## config.mk

```make
export PLATFORM = sky130hd
export DESIGN_NAME = spi_ram
export DESIGN_NICKNAME = d
export VERILOG_FILES = /design/src/rtl/spi_ram_pkg.sv /design/src/rtl/spi_ram_if.sv /design/src/rtl/spi_ram_mem.sv /design/src/rtl/spi_ram_slave.sv /design/src/rtl/spi_ram.sv
export SDC_FILE = /design/constraint.sdc
export NUM_CORES = 2
export LEC_CHECK = 0
export ABC_AREA = 1
export BUFFER_PORTS_ARGS = -buffer_cell sky130_fd_sc_hd__buf_2
export CORE_MARGIN = 2
export CORE_UTILIZATION = 35
export DETAILED_ROUTE_END_ITERATION = 6
export SLEW_MARGIN = 20
export SYNTH_ARGS = -nofsm -noshare
export SYNTH_HDL_FRONTEND = slang
export SYNTH_SLANG_ARGS = --single-unit
```

## constraint.sdc

```tcl
create_clock -name clk -period 6 [get_ports clk]
set_clock_uncertainty 0.2 [all_clocks]
set_input_delay 1.2 -clock clk [delete_from_list [all_inputs] [get_ports clk]]
set_output_delay 1.2 -clock clk [all_outputs]
set_load 0.005 [all_outputs]
```

## src/rtl/spi_ram_pkg.sv

```systemverilog
// -----------------------------------------------------------------------------
// spi_ram_pkg
// Shared types and constants for the SPI-fronted RAM:
//   state_e  - slave FSM states
//   cmd_t    - 2-bit frame command and its four encodings
//   FRAME_W  - serial frame width {cmd[1:0], payload[7:0]}
// -----------------------------------------------------------------------------
package spi_ram_pkg;

    localparam int FRAME_W = 10;
    localparam int DATA_W  = 8;

    typedef enum logic [2:0] {
        IDLE,
        CHK_CMD,
        WRITE,
        READ_ADD,
        READ_DATA
    } state_e;

    typedef logic [1:0] cmd_t;

    localparam cmd_t CMD_WR_ADDR = 2'b00;
    localparam cmd_t CMD_WR_DATA = 2'b01;
    localparam cmd_t CMD_RD_ADDR = 2'b10;
    localparam cmd_t CMD_RD_DATA = 2'b11;

    // Command field of a received frame.
    function automatic cmd_t frame_cmd(input logic [FRAME_W-1:0] frame);
        return frame[FRAME_W-1 -: 2];
    endfunction

endpackage

```

## src/rtl/spi_ram_if.sv

```systemverilog
// -----------------------------------------------------------------------------
// spi_ram_if
// Internal bus between the SPI slave and the RAM.
//   rx_data  - full received frame {cmd, payload}, valid while rx_valid=1
//   rx_valid - one-cycle pulse per completed frame
//   tx_data  - RAM read byte, valid while tx_valid=1
//   tx_valid - one-cycle pulse answering a read-data frame
// Modports: master = SPI slave side, slave = RAM side.
// -----------------------------------------------------------------------------
interface spi_ram_if;
    import spi_ram_pkg::*;

    logic [FRAME_W-1:0] rx_data;
    logic               rx_valid;
    logic [DATA_W-1:0]  tx_data;
    logic               tx_valid;

    modport master (output rx_data, rx_valid, input  tx_data, tx_valid);
    modport slave  (input  rx_data, rx_valid, output tx_data, tx_valid);

endinterface

```

## src/rtl/spi_ram_mem.sv

```systemverilog
// -----------------------------------------------------------------------------
// spi_ram_mem
// Single-port synchronous RAM decoding frames from the SPI slave.
// Ports:
//   clk, rst_n - system clock, synchronous active-low reset
//   bus_s      - frame in (rx_*), read byte out one cycle later (tx_*)
// Storage mem[0:MEM_DEPTH-1] is addressable hierarchically for preloading.
// ADDR_SIZE must not exceed the 8-bit payload width.
// -----------------------------------------------------------------------------
module spi_ram_mem
    import spi_ram_pkg::*;
#(
    parameter int MEM_DEPTH = 256,
    parameter int ADDR_SIZE = 8
) (
    input  logic      clk,
    input  logic      rst_n,
    spi_ram_if.slave  bus_s
);

    logic [DATA_W-1:0]    mem [0:MEM_DEPTH-1];
    logic [ADDR_SIZE-1:0] wr_addr_q;
    logic [ADDR_SIZE-1:0] rd_addr_q;
    logic [DATA_W-1:0]    dout_q;
    logic                 tx_valid_q;

    cmd_t              cmd;
    logic [DATA_W-1:0] payload;

    assign cmd     = frame_cmd(bus_s.rx_data);
    assign payload = bus_s.rx_data[DATA_W-1:0];

    // NOTE: the storage array has no reset so it maps onto a RAM macro; only
    // the write enable sees rst_n, so a frame landing on a reset edge is lost.
    always_ff @(posedge clk) begin
        if (rst_n && bus_s.rx_valid && cmd == CMD_WR_DATA)
            mem[wr_addr_q] <= payload;
    end

    always_ff @(posedge clk) begin
        if (!rst_n) begin
            wr_addr_q  <= '0;
            rd_addr_q  <= '0;
            dout_q     <= '0;
            tx_valid_q <= 1'b0;
        end else begin
            tx_valid_q <= 1'b0;
            if (bus_s.rx_valid) begin
                case (cmd)
                    CMD_WR_ADDR: wr_addr_q <= payload[ADDR_SIZE-1:0];
                    CMD_RD_ADDR: rd_addr_q <= payload[ADDR_SIZE-1:0];
                    CMD_RD_DATA: begin
                        dout_q     <= mem[rd_addr_q];
                        tx_valid_q <= 1'b1;
                    end
                    default: ;
                endcase
            end
        end
    end

    assign bus_s.tx_data  = dout_q;
    assign bus_s.tx_valid = tx_valid_q;

endmodule

```

## src/rtl/spi_ram_slave.sv

```systemverilog
// -----------------------------------------------------------------------------
// spi_ram_slave
// SPI slave: command FSM, 10-bit MOSI deserializer, 8-bit MISO serializer.
// Ports:
//   clk, rst_n - system clock, synchronous active-low reset
//   mosi_i     - serial data in, sampled on rising clk
//   ss_n_i     - active-low select; high aborts and returns to IDLE
//   miso_o     - serial read data out, 0 when not transmitting
//   bus_m      - frame/read-byte handshake to the RAM
// -----------------------------------------------------------------------------
module spi_ram_slave
    import spi_ram_pkg::*;
(
    input  logic        clk,
    input  logic        rst_n,
    input  logic        mosi_i,
    input  logic        ss_n_i,
    output logic        miso_o,
    spi_ram_if.master   bus_m
);

    localparam logic [3:0] FRAME_CNT = 4'(FRAME_W);

    state_e             state_q;
    logic [FRAME_W-1:0] shift_q;
    logic [3:0]         bit_cnt_q;
    logic               rd_addr_seen_q;
    logic               rx_valid_q;
    logic [FRAME_W-1:0] rx_data_q;
    logic [DATA_W-1:0]  tx_shift_q;
    logic [3:0]         tx_cnt_q;
    logic               miso_q;

    // Frame including the bit being sampled this cycle.
    logic [FRAME_W-1:0] frame_d;
    cmd_t               cmd_d;

    assign frame_d = {shift_q[FRAME_W-2:0], mosi_i};

    // The state chosen in CHK_CMD decides the command class, so a read-data
    // frame sent before any read address is forwarded as a read address.
    // NOTE: every output of an always_comb gets a default first so no latch
    // can be inferred when a branch forgets to assign it.
    always_comb begin
        cmd_d = {1'b0, frame_d[FRAME_W-2]};
        case (state_q)
            READ_ADD:  cmd_d = CMD_RD_ADDR;
            READ_DATA: cmd_d = CMD_RD_DATA;
            default:   ;
        endcase
    end

    // NOTE: state registers use non-blocking assignments so every flop samples
    // the pre-edge value of the others, independent of statement order.
    always_ff @(posedge clk) begin
        if (!rst_n) begin
            state_q        <= IDLE;
            shift_q        <= '0;
            bit_cnt_q      <= '0;
            rd_addr_seen_q <= 1'b0;
            rx_valid_q     <= 1'b0;
            rx_data_q      <= '0;
            tx_shift_q     <= '0;
            tx_cnt_q       <= '0;
            miso_q         <= 1'b0;
        end else begin
            rx_valid_q <= 1'b0;
            if (ss_n_i) begin
                // Deselect discards any partial frame or pending read-out.
                state_q   <= IDLE;
                shift_q   <= '0;
                bit_cnt_q <= '0;
                tx_cnt_q  <= '0;
                miso_q    <= 1'b0;
            end else begin
                case (state_q)
                    IDLE: state_q <= CHK_CMD;
                    CHK_CMD: begin
                        bit_cnt_q <= '0;
                        if (!mosi_i)
                            state_q <= WRITE;
                        else if (rd_addr_seen_q)
                            state_q <= READ_DATA;
                        else
                            state_q <= READ_ADD;
                    end
                    WRITE, READ_ADD, READ_DATA: begin
                        // Bits past the tenth are ignored until deselect.
                        if (bit_cnt_q < FRAME_CNT) begin
                            shift_q   <= frame_d;
                            bit_cnt_q <= bit_cnt_q + 4'd1;
                            if (bit_cnt_q == FRAME_CNT - 4'd1) begin
                                rx_valid_q <= 1'b1;
                                rx_data_q  <= {cmd_d, frame_d[DATA_W-1:0]};
                                if (state_q == READ_ADD)
                                    rd_addr_seen_q <= 1'b1;
                                else if (state_q == READ_DATA)
                                    rd_addr_seen_q <= 1'b0;
                            end
                        end
                    end
                    default: state_q <= IDLE;
                endcase

                // MISO: MSB on the edge the RAM byte arrives, then 7 more bits.
                if (bus_m.tx_valid && state_q == READ_DATA) begin
                    miso_q     <= bus_m.tx_data[DATA_W-1];
                    tx_shift_q <= {bus_m.tx_data[DATA_W-2:0], 1'b0};
                    tx_cnt_q   <= 4'(DATA_W - 1);
                end else if (tx_cnt_q != '0) begin
                    miso_q     <= tx_shift_q[DATA_W-1];
                    tx_shift_q <= {tx_shift_q[DATA_W-2:0], 1'b0};
                    tx_cnt_q   <= tx_cnt_q - 4'd1;
                end else begin
                    miso_q <= 1'b0;
                end
            end
        end
    end

    assign miso_o         = miso_q;
    assign bus_m.rx_valid = rx_valid_q;
    assign bus_m.rx_data  = rx_data_q;

endmodule

```

## src/rtl/spi_ram.sv

```systemverilog
// -----------------------------------------------------------------------------
// spi_ram
// SPI slave front-end with a 256x8 single-port RAM behind it.
// Ports:
//   MOSI  - serial frame data from master, {cmd[1:0], payload[7:0]} MSB first
//   MISO  - serial read data to master, 0 when idle
//   SS_n  - active-low slave select
//   clk   - system clock, all logic on the rising edge
//   rst_n - synchronous active-low reset
// -----------------------------------------------------------------------------
module spi_ram #(
    parameter int MEM_DEPTH = 256,
    parameter int ADDR_SIZE = 8
) (
    input  logic MOSI,
    output logic MISO,
    input  logic SS_n,
    input  logic clk,
    input  logic rst_n
);

    spi_ram_if bus_if ();

    spi_ram_slave u_slave (
        .clk    (clk),
        .rst_n  (rst_n),
        .mosi_i (MOSI),
        .ss_n_i (SS_n),
        .miso_o (MISO),
        .bus_m  (bus_if)
    );

    spi_ram_mem #(
        .MEM_DEPTH (MEM_DEPTH),
        .ADDR_SIZE (ADDR_SIZE)
    ) DUT_RAM (
        .clk    (clk),
        .rst_n  (rst_n),
        .bus_s  (bus_if)
    );

endmodule

```

# After elaboration in Yosys (flattened, before gate mapping)
# Memory sizes are Yosys's and may differ from the RTL's. A register that Yosys moved wholly into a read port is not among the register bits.
# Index checks and enable logic that the tools add are counted.
dict set report op_classes {
  muxes 18
  n_addsub 2
  eq_ne 9
  order_cmp 1
  bitwise 4
  reduce_logical 23
}
# cell n
set op_table {}
lappend op_table {{$mux 8} 2}
lappend op_table {{$reduce_and 2->1} 7}
lappend op_table {{$mux 3} 4}
lappend op_table {{$pmux 3 s3} 1}
lappend op_table {{$mux 1} 8}
lappend op_table {{$pmux 4 s2} 1}
lappend op_table {{$eq 3x2->1 const B} 2}
lappend op_table {{$reduce_bool 2->1} 3}
lappend op_table {{$reduce_or 3->1} 2}
lappend op_table {{$reduce_and 5->1} 1}
lappend op_table {{$add 4x1->4 const B} 1}
lappend op_table {{$eq 2x2->1 const B} 2}
lappend op_table {{$eq 4x4->1 const B} 1}
lappend op_table {{$lt 4x4->1 const B} 1}
lappend op_table {{$mux 4} 1}
lappend op_table {{$not 1->1} 4}
lappend op_table {{$pmux 2 s2} 1}
lappend op_table {{$reduce_and 4->1} 1}
lappend op_table {{$reduce_bool 4->1} 1}
lappend op_table {{$reduce_or 4->1} 1}
lappend op_table {{$sub 4x1->4 const B} 1}
lappend op_table {{$eq 3x1->1 const B} 1}
lappend op_table {{$eq 3x3->1 const B} 1}
lappend op_table {{$logic_and 1x1->1} 3}
lappend op_table {{6 further kinds} 6}
dict set report word_totals {
  inputBits 4
  ramBits 2048
  reg_bits 57
  n_memories 1
  output_inout_bits 1
  wordCells 71
}
# name depth word_bits rd rd_clocked_by_memory_dff wr line_no
set memory_table {}
lappend memory_table {DUT_RAM.mem 256 8 1 1 1 spi_ram_mem.sv:21} ;# logic [DATA_W-1:0] mem [0:MEM_DEPTH-1];

# Depth between registers and ports, before layout
dict set report depth {
  word_depth 4
  depth_mapped 17
  mapped_depth_nobuf 13
}

# Modules after synthesis
# A second synthesis with hierarchy kept.
dict set report hier_totals {
  cells_unflattened 7341
  hier_area_um2 85934.9
}
# module seq_area_each_um2 area_each_um2 n_inst cells_each
set by_module_without_submodules {}
lappend by_module_without_submodules {spi_ram_mem 61999.5 84154.5 1 7096}
lappend by_module_without_submodules {spi_ram_slave 780.7 1780.5 1 245}

# Worst setup path before layout
# No wires, ideal clock.
dict set report synth_timing {
  path_kind {register to register}
  from {register u_slave.rx_data_q[7], in the netlist u_slave.bus_m.rx_data[7]}
  to {memory DUT_RAM.mem[0][7] (data pin)}
  stages_incl_launch_ff 1
  period_less_slack_ps 4487
  slack_ps 1513
  required_time_ps 4938
  setup_time_ps 862
  arrival_ps 3425
  path_buffers 0
  cell_sequence {dfxtp_1}
}
# element line_no
set synth_lines {}
lappend synth_lines {{from (decl)} spi_ram_slave.sv:29} ;# logic [FRAME_W-1:0] rx_data_q;
lappend synth_lines {{from (signal assigned)} spi_ram_slave.sv:94} ;# rx_data_q <= {cmd_d, frame_d[DATA_W-1:0]};
lappend synth_lines {{to (decl)} spi_ram_mem.sv:21}
# Straight into the memory's write port.

==> metrics.md <==
| Metric | Value |
|---|---|
| CP endpoint kind | flop |
| Core Region | 243000 um2 |
| CTS Buffer Depth | 3 |
| Sum Neg Setup Slack | 0 ns |
| Cts repair resizes | 0 |
| Crit start category | flop |
| Reg2reg setup slack | 1.60 ns |
| Failing checks | DRC |
| Tmin final | 4.40 ns |
| GRT Total Usage | between 10% and 20% |
| Internal | 0.0239 W |
| Num ports | 5 |
| Setup CP Type | flop to flop |
| Maximum vdd drop | roughly 330 uV |
| First-pass GRT wire length | 346 mm |
| Initial cell density of the core | a little over a third |
| 1st-pass router iterations | 7 |
| Filler instances | 22900 |
| Library cells used by synthesis | 27 |
| # setup viols final | 0 |
| Synthesized flop and latch total | 2112 |
| HP Class | flop to flop |
| Placed cell count | between 10000 and 15000 |
| Clock share of power | between 40% and 50% |
| Logic pwr share | 0.5% |
| Average wire per cell in the routed design | about 22 um |
| Dominant synthesized flop cell | edfxtp_1 |
| Die X | 498 um |
| Worst-path clk slew | 0.06 ns |
| Seq pwr share | 53.9% |
| Aggregate routed wire length | 233 mm |
| Postcts setup bufs | 0 |
| Fin crit share | 73.4% |
| Initial antenna violation count | 6 |
| Arrival time at the worst endpoint | between 4 and 5 ns |
| CTS tree | built |
| Max Cap Viol | 0 |
| Synth Area per Inst | 11.7 um2 |
| Total CTS buffers | 211 |
| Fin. max-slew vios | 0 |
| Share of cells above drive strength 1 | just under 6% |
| Worst-path cell chain | clkinv_16 > buf_4 > nand2_1 > nand3_1 > nand3_1 > nand3_1 > nand3_1 > nand3_1 > nand3_1 > nand2_1 > nand2_1 > nand3_1 > nand2_1 > inv_1 |
| Netlist Area Pre-Place | approximately 86000 um2 |
| Synthesized net count | between 7000 and 8000 |
| Number of nets in the layout | about 7100 |
| H-tree levels | 4 |
| Die area | 248000 um2 |
| Hold_buf cts | 0 |
| Status | complete, but fails checks |
| Endpoints failing hold | 0 |
| Largest stage delay, worst path | 0.76 ns |
| Required @ worst endpoint | around 6.5 ns |
| Leakage dissipation | 34.7 nW |
| Register area share after synthesis | 73.4% |
| F_max | 227 MHz |
| Slew headroom | approximately a fifth |
| Design area | 95300 um2 |
| Via/cell ratio | between 5 and 6 |
| Total clock sinks | about 2100 |
| Crit-path most repeated cell | nand3_1 |
| Hpwl dp | 128 mm |
| Clock Root Buffer | clkbuf_16 |
| PwrDens | slightly above 300 nW/um2 |
| Gr ovfl total | 0 |
| Largest fanout on the critical path | 297 |
| Area delta synth->final | 11.4% |
| Worst-margin pin slew | between 1 and 1.5 ns |
| Number of synthesized flops with an enable pin | 2048 |
| Synth async-reset ratio | 0% |
| Die Y | 498 um |
| Pwr Total | 0.0296 W |
| Mapped Cells | 7301 |
| Drt drc | 10 |
| Pin count of the biggest net entering global routing | 298 |
| Non-filler cells, final | 10500 |
| Worst-Skew Late Latency | 0.84 ns |
| Sw Ratio | 19.4% |
| Vias in the first global route | 53700 |
| Warnings from Yosys | 0 |
| Drt initial violations | 6233 |
| Num rows | 181 |
| Total net switching power | 0.00574 W |
| Unrepaired setup endpoints after global routing | no |
| Final Wtd Congestion | approximately 0.85 |
| Area post-placement | around 90000 um2 |
| Vias | 55900 |
| Number of port buffers | 4 |
| Slowest-stage cell, CP | dfxtp_4 |
| DRT antenna net count | 0 |
==> cells in the final DEF, fill, tap and decap left out, drive strengths merged, types with 32 or more instances in the layout <==
| master | instances |
|---|---|
| inv | 81 |
| dfxtp | 64 |
| clkbuf | 260 |
| o21ai | 45 |
| edfxtp | 2048 |
| nand2 | 2154 |
| a21oi | 32 |
| clkinv | 99 |
| buf | 86 |
| nor2 | 320 |
| nand3 | 2030 |
==> power groups by stage <==
stage	Sequential [W]	Combinational, W	Clock (W)
finish	0.0160	0.000146	0.0135
global route	0.0160	0.000167	0.0142
CTS	0.0160	0.000143	0.0137
detailed placement	0.0163	0.000142	0
global placement	0.0163	0.000139	0
floorplan	0.0163	0.000117	0
==> flip-flops by register name, indices dropped and copies added (netlist names) <==
name / count
DUT_RAM.wr_addr_q: 8
u_slave.bit_cnt_q: 4
u_slave.state_q: 3
DUT_RAM.rd_addr_q: 8
u_slave.miso_o: 1
DUT_RAM.mem: 2048
u_slave.tx_cnt_q: 4
u_slave.rd_addr_seen_q: 1
DUT_RAM.bus_s.tx_valid: 1
DUT_RAM.bus_s.tx_data: 8
u_slave.shift_q: 8
u_slave.bus_m.rx_data: 10
u_slave.bus_m.rx_valid: 1
u_slave.tx_shift_q: 7
==> stage by stage <==
step	utilization (%)	hold WS (ns)	setup slack, ns
finish	39.2	0.270	1.60
global route	39.2	0.288	1.59
global placement	36.3	0.257	1.02
detailed placement	36.3	0.264	1.26
CTS	39.2	0.274	1.93
floorplan	-	0.240	1.51
==> kinds of logic (layout without fill, tap and decap cells) <==
group	count (synthesis)	in the layout	synth area share, %
fa+ha+maj	4	4	0.0585
other cells	0	2	0
simple gates	4514	4514	22.8
xor+xnor	2	2	0.0205
flops	2112	2112	73.4
buf+inv	574	563	3.17
compound gates	95	95	0.595
==> Yosys cell counts, drive strengths merged, types with 4 or more instances <==
library cell / instances / area (um2)
inv: 75 / 287
nand2: 2154 / 8090
ha: 4 / 50.1
a31oi: 8 / 50.1
nor3: 6 / 35.0
buf: 364 / 1920
nor2: 320 / 1200
nand3: 2030 / 10200
clkinv: 4 / 15.0
clkbuf: 131 / 492
o21a: 8 / 60.1
o21ai: 45 / 225
a21oi: 32 / 160
edfxtp: 2048 / 61500
dfxtp: 64 / 1280
==> metal layers <==
| metal | part of all wire (%) | routed length (um) | GRT usage, % | up-vias |
|---|---|---|---|---|
| met4 | 3.0 | 7080 | 5.68 | 4 |
| li1 | - | - | - | 25500 |
| met1 | 42 | 96900 | 25.1 | 27500 |
| met5 | 0.0099 | 23 | 0 | - |
| met2 | 47 | 109000 | 29.4 | 2482 |
| met3 | 8.8 | 20500 | 3.40 | 422 |
==> worst max-delay path: cells and delay by family, from the launching register on <==
kind                   cells  cell delay (ns)
flip-flops                 1             0.76
AND/OR/NAND/NOR           11             1.61
buffers and inverters      3             1.27
==> final cells by class <==
cell class / count / area (um2) / area share, %
diodes: 2 / 5.00 / 0.00525
repair buffers: 86 / 936 / 0.982
clock inverters: 138 / 1420 / 1.49
well taps: 3202 / 4010 / 4.20
flip-flops and latches: 2112 / 62800 / 65.9
multi-input cells: 4615 / 20100 / 21.1
clock buffers: 260 / 5690 / 5.97
inverters: 79 / 340 / 0.357
==> final timing paths <==
kind / start / end / depth (start not counted)
max: DUT_RAM.rd_addr_q[0]$_SDFFE_PN0P_ / DUT_RAM.bus_s.tx_data[3]$_SDFFE_PN0P_ / 14
min: u_slave.tx_shift_q[1]$_SDFFE_PN0P_ / u_slave.tx_shift_q[1]$_SDFFE_PN0P_ / 2
max reg2reg: DUT_RAM.rd_addr_q[0]$_SDFFE_PN0P_ / DUT_RAM.bus_s.tx_data[3]$_SDFFE_PN0P_ / 14
min reg2reg: u_slave.tx_shift_q[1]$_SDFFE_PN0P_ / u_slave.tx_shift_q[1]$_SDFFE_PN0P_ / 2
Note: power is estimated with default switching activity, not from simulation.
